===== config.mk =====
export PLATFORM = sky130hd
export DESIGN_NAME = multu_seq_flat
export DESIGN_NICKNAME = d
export VERILOG_FILES = /design/src/rtl/cpu_pkg.sv /design/src/rtl/multu_seq_if.sv /design/src/rtl/multu_seq.sv /design/src/flat_wrapper.sv
export SDC_FILE = /design/constraint.sdc
export NUM_CORES = 1
export LEC_CHECK = 0
export BUFFER_PORTS_ARGS = -buffer_cell sky130_fd_sc_hd__buf_2
export CAP_MARGIN = 30
export CORE_MARGIN = 5
export CORE_UTILIZATION = 60
export CTS_CLUSTER_DIAMETER = 50
export DETAILED_ROUTE_END_ITERATION = 6
export PLACE_DENSITY = 0.83
export SLEW_MARGIN = 10
export SYNTH_ARGS = -nofsm -noshare
export SYNTH_HDL_FRONTEND = slang
export SYNTH_SLANG_ARGS = --single-unit

===== constraint.sdc =====
create_clock -name clk -period 8.3 [get_ports clk]
set_input_delay 1.245 -clock clk [delete_from_list [all_inputs] [get_ports clk]]
set_output_delay 1.245 -clock clk [all_outputs]
set_load 0.01 [all_outputs]

===== src/rtl/cpu_pkg.sv =====
// Definitions shared between the EX-stage multiplier and the decode-stage stall logic.
package cpu_pkg;

  typedef enum logic [1:0] {
    IDLE = 2'd0,
    RUN  = 2'd1,
    DONE = 2'd2
  } multu_state_e;

  localparam logic [5:0] FUNCT_MULTU  = 6'd25;
  // The decoder's stall count and the multiplier's iteration count both derive from this.
  localparam int         MULTU_CYCLES = 32;

endpackage


===== src/rtl/multu_seq_if.sv =====
// Start/operand, mthi/mtlo and HI/LO result signals between the EX stage and the multiplier.
interface multu_seq_if #(
  parameter int WIDTH = 32
);
  logic             start;
  logic [WIDTH-1:0] opa;
  logic [WIDTH-1:0] opb;
  logic             wr_hi;
  logic             wr_lo;
  logic [WIDTH-1:0] wdata;
  logic             busy;
  logic             done;
  logic [WIDTH-1:0] hi;
  logic [WIDTH-1:0] lo;

  modport master (
    output start, opa, opb, wr_hi, wr_lo, wdata,
    input  busy, done, hi, lo
  );

  modport slave (
    input  start, opa, opb, wr_hi, wr_lo, wdata,
    output busy, done, hi, lo
  );
endinterface


===== src/rtl/multu_seq.sv =====
// Sequential shift-add unsigned multiplier for MIPS multu.
// It owns the HI/LO registers and produces one product bit per clock.
module multu_seq
  import cpu_pkg::*;
#(
  parameter int WIDTH = MULTU_CYCLES,
  parameter int CNT_W = 6
) (
  input  logic        clk,
  input  logic        rst,
  multu_seq_if.slave  bus
);

  multu_state_e         state_q;
  logic [WIDTH-1:0]     mcand_q;
  logic [2*WIDTH-1:0]   prod_q;
  logic [CNT_W-1:0]     cnt_q;
  logic [WIDTH-1:0]     hi_q;
  logic [WIDTH-1:0]     lo_q;

  logic [WIDTH:0]       sum_d;
  logic [2*WIDTH-1:0]   prod_d;

  // The extra top bit of sum_d keeps the adder carry, which the shift moves into the product.
  always_comb begin
    sum_d  = {1'b0, prod_q[2*WIDTH-1:WIDTH]} + {1'b0, (prod_q[0] ? mcand_q : {WIDTH{1'b0}})};
    prod_d = {sum_d, prod_q[WIDTH-1:1]};
  end

  always_ff @(posedge clk or posedge rst) begin
    if (rst) begin
      state_q <= IDLE;
      mcand_q <= '0;
      prod_q  <= '0;
      cnt_q   <= '0;
      hi_q    <= '0;
      lo_q    <= '0;
    end else begin
      case (state_q)
        IDLE, DONE: begin
          // In DONE, a strobe overwrites the result that was already committed at the last iteration.
          if (bus.wr_hi) hi_q <= bus.wdata;
          if (bus.wr_lo) lo_q <= bus.wdata;
          if (bus.start) begin
            mcand_q <= bus.opa;
            prod_q  <= {{WIDTH{1'b0}}, bus.opb};
            cnt_q   <= '0;
            state_q <= RUN;
          end else begin
            state_q <= IDLE;
          end
        end
        RUN: begin
          prod_q <= prod_d;
          cnt_q  <= cnt_q + CNT_W'(1);
          if (cnt_q == CNT_W'(WIDTH - 1)) begin
            hi_q    <= prod_d[2*WIDTH-1:WIDTH];
            lo_q    <= prod_d[WIDTH-1:0];
            state_q <= DONE;
          end
        end
        default: state_q <= IDLE;
      endcase
    end
  end

  assign bus.busy = (state_q == RUN);
  assign bus.done = (state_q == DONE);
  assign bus.hi   = hi_q;
  assign bus.lo   = lo_q;

endmodule


===== src/flat_wrapper.sv =====
// flat-port wrapper written by rule: the top's interface ports become plain ports
module multu_seq_flat import cpu_pkg::*;
#(
  parameter int WIDTH = MULTU_CYCLES,
  parameter int CNT_W = 6
)
  (clk, rst, bus_start, bus_opa, bus_opb, bus_wr_hi, bus_wr_lo, bus_wdata, bus_busy, bus_done, bus_hi, bus_lo);
  multu_seq_if #(.WIDTH(WIDTH)) bus_i ();
  input  logic clk;
  input  logic rst;
  input wire logic [$bits(bus_i.start)-1:0] bus_start;
  input wire logic [$bits(bus_i.opa)-1:0] bus_opa;
  input wire logic [$bits(bus_i.opb)-1:0] bus_opb;
  input wire logic [$bits(bus_i.wr_hi)-1:0] bus_wr_hi;
  input wire logic [$bits(bus_i.wr_lo)-1:0] bus_wr_lo;
  input wire logic [$bits(bus_i.wdata)-1:0] bus_wdata;
  output wire logic [$bits(bus_i.busy)-1:0] bus_busy;
  output wire logic [$bits(bus_i.done)-1:0] bus_done;
  output wire logic [$bits(bus_i.hi)-1:0] bus_hi;
  output wire logic [$bits(bus_i.lo)-1:0] bus_lo;
  assign bus_i.start = bus_start;
  assign bus_i.opa = bus_opa;
  assign bus_i.opb = bus_opb;
  assign bus_i.wr_hi = bus_wr_hi;
  assign bus_i.wr_lo = bus_wr_lo;
  assign bus_i.wdata = bus_wdata;
  assign bus_busy = bus_i.busy;
  assign bus_done = bus_i.done;
  assign bus_hi = bus_i.hi;
  assign bus_lo = bus_i.lo;
  multu_seq #(.WIDTH(WIDTH), .CNT_W(CNT_W)) u_core (.clk(clk), .rst(rst), .bus(bus_i));
endmodule

# Word level (Yosys, flattened, before mapping)
# Cells that the tools add are included.
# totals
regBits	168
latch_bits	0
mem_bits_rw	0
mem_bits_ro	0
inputBits	101
out_inout_bits	66
wordCells	36
mem_count	0
# classes
add_sub_neg	2
multipliers	0
n_div	0
n_lt_le_gt_ge	0
n_eq_ne	7
shift	0
mux	14
bitwise_logic	0
n_reduce_logical	7
# ops
op	count
2-to-1 mux 32 bit	5
case mux 32 bit (2 select lines)	2
case mux 64 bit (2 select lines)	1
2-to-1 mux 64 bit	1
adder 32 x 32 -> 33 bit	1
case mux 6 bit (2 select lines)	1
adder 6 x 1 -> 6 bit (second input constant)	1
equality test 6 x 5 -> 1 bit (second input constant)	1
2-to-1 mux 6 bit	1
inequality test 2 bit (second input constant)	3
AND reduction 3 bit	2
case mux 2 bit (2 select lines)	1
AND reduction 2 bit	2
equality test 2 x 1 -> 1 bit (second input constant)	1
equality test 2 bit (second input constant)	1
zero test 2 bit	1
2-to-1 mux 2 bit	1
inequality test 2 x 1 -> 1 bit (second input constant)	1
nonzero test 2 bit	1
OR reduction 2 bit	1
2-to-1 mux 1 bit	1

# Longest topological paths before layout
# Gate-level depths: netlist of the first run.
# depth
word_depth	4
ltp_mapped	11
mapped_depth_nobuf	10

# Worst setup path before layout of the first run
# Ideal clock, no wire load.
# synth_timing
path_type	reg2reg
startpoint	reg u_core.prod_q[0]
endpoint	reg u_core.prod_q[62]
setup_time_ns	0.122
t_arrival_ns	2.637
required_time_ns	8.178
setup_slack_ns	5.541
path_stages_with_launch	12
synth_period_minus_slack_ns	2.759
cell_sequence	dfrtp_1 clkbuf_1 and2_1 ha_1 buf_6 a21o_1 a21bo_1 a311o_1 or3_1 o211ai_2 nand3_1 a32o_1
# synth_between
elab_chain_len	3
# synth_rtl
element	line	text
start: declaration	multu_seq.sv:16	logic [2*WIDTH-1:0] prod_q;
start signal: assignment	multu_seq.sv:46	prod_q <= {{WIDTH{1'b0}}, bus.opb};
start signal: assignment	multu_seq.sv:54	prod_q <= prod_d;
2-to-1 mux 32 bit	multu_seq.sv:26	sum_d = {1'b0, prod_q[2*WIDTH-1:WIDTH]} + {1'b0, (prod_q[0] ? mcand_q : {WIDTH{1'b0}})};
adder 32 x 32 -> 33 bit	multu_seq.sv:26	
case mux 64 bit (2 select lines)	multu_seq.sv:39	case (state_q)
# No other way between the ends.
# A chain may end at the register's enable or synchronous reset.

# Worst setup path in the final report of the first run
# layout_timing
startpoint	reg u_core.prod_q[0]
endpoint	reg u_core.prod_q[59]
# The elaborated chain is that of the path after synthesis.

==> reports/metrics.yaml, run 1 <==
setup_viol: 0
final_common_cell: "nand2_1"
rr_startpoint: "u_core.prod_q[0]"
dpl-instance-area_mm2: 0.00976
synthCells: 1002
crit_cells: 10
final_layout_size_suffix_gt1_frac: 0.192
grt_pass1_wl_um: 40100
dieHeight_um: 131
fp.coreArea_mm2: 0.0145
crit_arrival_ns: 3.79
dr.pass1.iters: 5
port_buffers: 166
min_path_type: "reg2reg"
worst_path_max_delay_cell: "dfrtp_1"
avgSynthCellArea_um2: 8.80
hold_viol_final: 0
post_cts_buffers: 0
drc_errors: 0
antenna_found_initial: 0
critPathMaxStageDelay_ns: 0.69
maxSlewHeadroom: 0.440
leakage_nw: 5.03
n_antenna_cell: 0
crit_fanout: 33
postLayoutCoreUtil: 0.714
ys_types: 61
dieArea_mm2: 0.0172
holdPathStages: 2
yosys.area.top_type_share: 0.477
via_per_inst: 6.10
grt-ovfl-total: 0
fin_skew_ns: 0.0132
grt_use_total: 0.281
drv_slew: 0
finalWirelength_um: 24300
setup.worst_path.start: "u_core.prod_q[0]"
fmax_mhz: 287
initial_core_util: 0.609
cts-resized-gates: 0
cp_top_family: "compound AO/OA/AOI/OAI gates"
power.density_mw_per_mm2: 386
crit_top_cell: "o211ai_1"
finalCriticalPeriod_ns: 3.48
io-pin-count: 167
critical_path_class: "reg2reg"
cts_buffer_depth: 2
period_share: 0.420
worstPathCellList: "and2_1 -> ha_1 -> fa_1 -> a211oi_1 -> o211ai_1 -> a31o_2 -> o211ai_1 -> a311oi_2 -> mux2i_1 -> nand2_1"
synth_edf_count: 0
clock_sink_count: 168
fin_nets: 1267
r2r_cells: 10
dr.first_iter.drc_count: 849
grt_max_degree: 86
cts_root_buf: "clkbuf_16"
insertion_delay_ns: 0.43
rsz0062_at_grt: "false"
tightest_slew_ns: 0.840
cts_made_buffers: 17
wire_per_inst_um: 18.3
vias: 8108
ys_ff_latch: 168
path_buf_inv: 0
synth_nets: 1137
cts_tree: "built"
yosysWarnings: 0
htreeDepth: 4
irDropWorstVdd_v: 0.000209
rows: 44
cap_viol_max_count: 0
synth_area_mm2: 0.00882
place_congestion: 0.945
status: "completed"
synthArstFlopShare: 1.00
crit_path_end_kind: "flop"
cp_data_required_time_ns: 8.61
synthTopCellsByArea: "dfrtp_1 (48%), nand2_1 (11%), ha_1 (4.7%)"
fin_area_mm2: 0.0103
most-common-layout-cells: "nand2_1 (263), dfrtp_1 (168), buf_2 (166), nor2_1 (64), a21oi_1 (53)"
area_delta_synth_final_pct: 17.2
worstHoldStart: "u_core.prod_q[22]"
dp_hpwl_um: 16900
reg2reg_to: "u_core.prod_q[59]"
tns_ns: 0
hold_end: "u_core.prod_q[22]"
synth_largest_area_cell: "dfrtp_1"
grt_pass1_vias: 7759
start_kind: "flop"
ys_seq_area_frac: 0.477
antenna_left: 0
die_x_um: 131
clkSlewWorstSetupHoldPaths_ns: 0.06
synthFlopType: "dfrtp_1"
hold_buffers: 0
reg2reg_setup_slack_ns: 4.82
==> sequential cells by signal, indices dropped and copies added, names as in the netlist <==
name and flops:
u_core.bus.hi 32, u_core.bus.lo 32, u_core.state_q 2, u_core.cnt_q 6
u_core.prod_q 64, u_core.mcand_q 32
==> routing by layer <==
metal  GRT usage  vias to the layer above  part of all wire
met1       0.398                     3870              0.43
met5           0                        -                 0
met2       0.426                      428              0.45
li1            -                     3753                 -
met4       0.105                        0             0.026
met3      0.0646                       57             0.092
==> synthesized netlist by cell type (all sizes together), types with 2 or more instances <==
cell and number:
a21boi 2, a22o 8, buf 8, xor2 9, o211a 2, or4 5
clkbuf 56, nand3 32, or3 4, mux2i 7, a31oi 41, inv 9
nand2b 5, o31ai 3, dfrtp 168, and3 9, o311a 2, o211ai 9
nand2 263, a21oi 56, a22oi 5, ha 33, nor2 65, xnor2 12
o21bai 2, o22a 7, a221o 9, nand4 13, nor2b 6, a31o 3
a211oi 6, a21o 27, o21a 7, o21ai 37, a211o 2, o22ai 2
and2 44, nor3 9
==> worst max-delay path by stage <==
| stage | endpoint | slack, ns |
|---|---|---|
| 4_1_cts | u_core.prod_q[59] | 4.84 |
| 6_report | u_core.prod_q[59] | 4.82 |
| 2_1_floorplan | u_core.bus.hi[0] | 2.51 |
| 3_5_place_dp | u_core.prod_q[57] | 4.90 |
| 5_1_grt | u_core.prod_q[59] | 4.61 |
| 3_3_place_gp | u_core.bus.hi[25] | 4.97 |
==> report_power, final <==
| group | total [W] | switching [W] | internal [W] |
|---|---|---|---|
| combinational | 0.00181 | 0.00108 | 0.000729 |
| sequential | 0.00140 | 0.000239 | 0.00116 |
| clock | 0.000782 | 0.000329 | 0.000453 |
==> worst reg2reg max path, cell delays in order, from the launching register on <==
cell and delay, ns:
dfrtp_1 0.69, and2_1 0.34, ha_1 0.21, fa_1 0.44
a211oi_1 0.33, o211ai_1 0.18, a31o_2 0.27, o211ai_1 0.36
a311oi_2 0.25, mux2i_1 0.22, nand2_1 0.08
==> cell families after synthesis <==
family                     after synthesis  share of synthesized area
DFF                                    168                      0.477
AOI/OAI and AO/OA                      240                      0.185
buffers and inverters                   73                     0.0321
xor gates and xnor gates                21                     0.0209
muxes                                    8                    0.00922
and+or+nand+nor                        458                      0.227
adders and majority gates               34                     0.0491
==> layout make-up <==
type                    instances  area [um^2]
multi-input cells             761         4360
well taps                     184          230
inverters                       9         38.8
clock buffers                  22          454
clock inverters                10          120
fillers                      1122         4140
repair buffers                175          926
flip-flops and latches        168         4200
==> metrics by stage <==
step                      std cells  power, W  worst slack (ns)  hold WS (ns)
after floorplan                1002   0.00261              2.51         0.430
after global placement         1295   0.00309              4.97         0.443
after detailed placement       1297   0.00316              4.90         0.449
after CTS                      1329   0.00397              4.84         0.462
after global routing           1329   0.00425              4.61         0.484
final                          1329   0.00399              4.82         0.460
Power figures use the tool's default switching activity.
==> run 2: changes to the inputs <==
--- a/config.mk
+++ b/config.mk
@@ -8,10 +8,10 @@
 export BUFFER_PORTS_ARGS = -buffer_cell sky130_fd_sc_hd__buf_2
 export CAP_MARGIN = 30
 export CORE_MARGIN = 5
-export CORE_UTILIZATION = 60
+export CORE_UTILIZATION = 56
 export CTS_CLUSTER_DIAMETER = 50
 export DETAILED_ROUTE_END_ITERATION = 6
-export PLACE_DENSITY = 0.83
+export PLACE_DENSITY = 0.78
 export SLEW_MARGIN = 10
 export SYNTH_ARGS = -nofsm -noshare
 export SYNTH_HDL_FRONTEND = slang
==> constraint.sdc (replaced) <==
create_clock -name clk -period 3.4 [get_ports clk]
set_input_delay 0.51 -clock clk [delete_from_list [all_inputs] [get_ports clk]]
set_output_delay 0.51 -clock clk [all_outputs]
set_load 0.01 [all_outputs]
==> run 2 against run 1 <==
Compared with the run above:
- clock power up 150%
- sequential cell count stayed put
- clock skew is 0.0047 ns lower
- sequential power increased by 140%
- worst setup slack worse by 4.6 ns
- non-clock buffer count up 9
- fmax grew 10%
- routed wire length decreased by 0.75%
- largest cell class unchanged
==> reports/metrics.yaml, run 2 (same netlist as run 1, synthesis figures left out) <==
critical_path_class: "reg2reg"
largest_reg_flops: 64
cts-resized-gates: 0
maxSlewHeadroom: 0.463
io-pin-count: 167
drc_errors: 0
grt_pass1_vias: 7562
swShare: 0.408
grt_util_met2: 0.394
htreeDepth: 4
final_cells: 1365
crit_arrival_ns: 3.49
grt_pass1_wl_um: 39000
setup_viol: 0
leakage_nw: 5.07
dp_hpwl_um: 17700
min_path_type: "in2async"
final.fill_count: 1277
intPower_w: 0.00575
insertion_delay_ns: 0.43
dr.first_iter.drc_count: 802
area_delta_synth_final_pct: 18.3
cts_made_buffers: 17
fin_nets: 1276
initial_core_util: 0.576
port_buffers: 166
status: "completed"
crit_path_end_kind: "flop"
post_cts_buffers: 0
n_antenna_cell: 0
dpl-instance-area_mm2: 0.00985
place_congestion: 0.907
die_x_um: 136
fin_area_mm2: 0.0104
antenna_found_initial: 0
final_common_cell: "nand2_1"
start_kind: "flop"
combPwrFrac: 0.451
finalCriticalPeriod_ns: 3.17
holdWs_ns: 0.179
period_share: 0.931
rows: 45
fp.coreArea_mm2: 0.0153
hold_viol_final: 0
most-common-layout-cells: "nand2_1 (263), dfrtp_1 (168), buf_2 (166), nor2_1 (64), a21oi_1 (53)"
cp_data_required_time_ns: 3.72
crit_fanout: 20
dp.cells: 1333
grt-ovfl-total: 0
finalWirelength_um: 24100
grt_use_total: 0.269
fin_skew_ns: 0.00849
antenna_left: 0
cap_viol_max_count: 0
cts_root_buf: "clkbuf_16"
cts_tree: "built"
clkSlewWorstSetupHoldPaths_ns: 0.07
vias: 7871
dr.pass1.iters: 6
dieArea_mm2: 0.0184
hold_buffers: 0
top_register: "u_core.prod_q"
cts_buffer_depth: 2
via_per_inst: 5.77
grt_max_degree: 70
worst_path_max_delay_cell: "dfrtp_1"
clock_sink_count: 168
wire_per_inst_um: 17.6
fmax_mhz: 316
critPathMaxStageDelay_ns: 0.49
drv_slew: 0
rsz0062_at_grt: "false"
worstPathCellList: "buf_4 -> and2_1 -> ha_1 -> a21oi_1 -> a21bo_1 -> a311o_1 -> or3_1 -> o211ai_2 -> nand3_1 -> a32o_1"
met3_usage: 0.0591
power.switching_w: 0.00396
dieHeight_um: 136
tns_ns: 0
seqPwrFrac: 0.348
irDropWorstVdd_v: 0.000546
final_layout_size_suffix_gt1_frac: 0.200
tightest_slew_ns: 0.805
clkPwrFrac: 0.201
busiest_layer: "met1"
total_power_w: 0.00971
power.density_mw_per_mm2: 930
use_met1: 0.403
-- run 2: cell count changes in the layout (fill, tap and decap cells not counted) --
cell | before | now
buf_12 | 0 | 1
buf_16 | 1 | 0
inv_6 | 2 | 3
clkinvlp_4 | 4 | 5
buf_4 | 7 | 17
clkinv_4 | 0 | 1
buf_8 | 1 | 0
clkinv_2 | 2 | 1
clkbuf_1 | 4 | 2
-- run 2: power groups by stage --
| stage | Clock (W) | Combinational, W | Sequential [W] |
|---|---|---|---|
| 2_1_floorplan | 0 | 0.00299 | 0.00339 |
| 3_3_place_gp | 0 | 0.00421 | 0.00337 |
| 3_5_place_dp | 0 | 0.00434 | 0.00339 |
| 4_1_cts | 0.00197 | 0.00437 | 0.00337 |
| 5_1_grt | 0.00206 | 0.00490 | 0.00347 |
| 6_report | 0.00195 | 0.00438 | 0.00338 |
-- run 2: worst max-delay path, delay by kind of cell (launching register included) --
family,cells,cell delay (ns)
buffers and inverters,1,0.25
AOI/OAI and AO/OA,5,1.32
and+or+nand+nor,3,0.63
adders and majority gates,1,0.38
DFF,1,0.49
-- run 2: path summary, 6_finish.rpt --
| check | startpoint | to | slack (ns) | cells after the start |
|---|---|---|---|---|
| setup / recovery | u_core.prod_q[0] | u_core.prod_q[62] | 0.23 | 10 |
| hold / removal | rst | u_core.bus.lo[28] | 0.18 | 3 |
| setup reg to reg | u_core.prod_q[0] | u_core.prod_q[62] | 0.23 | 10 |
| hold reg to reg | u_core.prod_q[22] | u_core.prod_q[22] | 0.46 | 2 |
| max in group asynchronous | rst | u_core.bus.hi[18] | 2.47 | 3 |
| min in group clk | bus_opa[28] | u_core.mcand_q[28] | 0.26 | 3 |
-- run 2: layer usage --
layer	wire (um)	part of all wire
met4	460	0.019
met1	11100	0.46
met5	0	0
met2	10600	0.44
met3	1930	0.080
-- run 2: final cells by class --
type                            count  area, um^2  area share
Inverter                            9        37.5     0.00360
Clock buffer                       20         447      0.0428
Multi-Input combinational cell    761        4360       0.418
Sequential cell                   168        4200       0.403
Timing Repair Buffer              184         978      0.0938
Clock inverter                     12         141      0.0135
Tap cell                          211         264      0.0253
-- run 2: through the flow --
| step | util | setup slack [ns] |
|---|---|---|
| 2_1_floorplan | - | 0.641 |
| 3_3_place_gp | 0.643 | 0.382 |
| 3_5_place_dp | 0.643 | 0.266 |
| 4_1_cts | 0.681 | 0.250 |
| 5_1_grt | 0.681 | 0.0274 |
| 6_report | 0.681 | 0.234 |
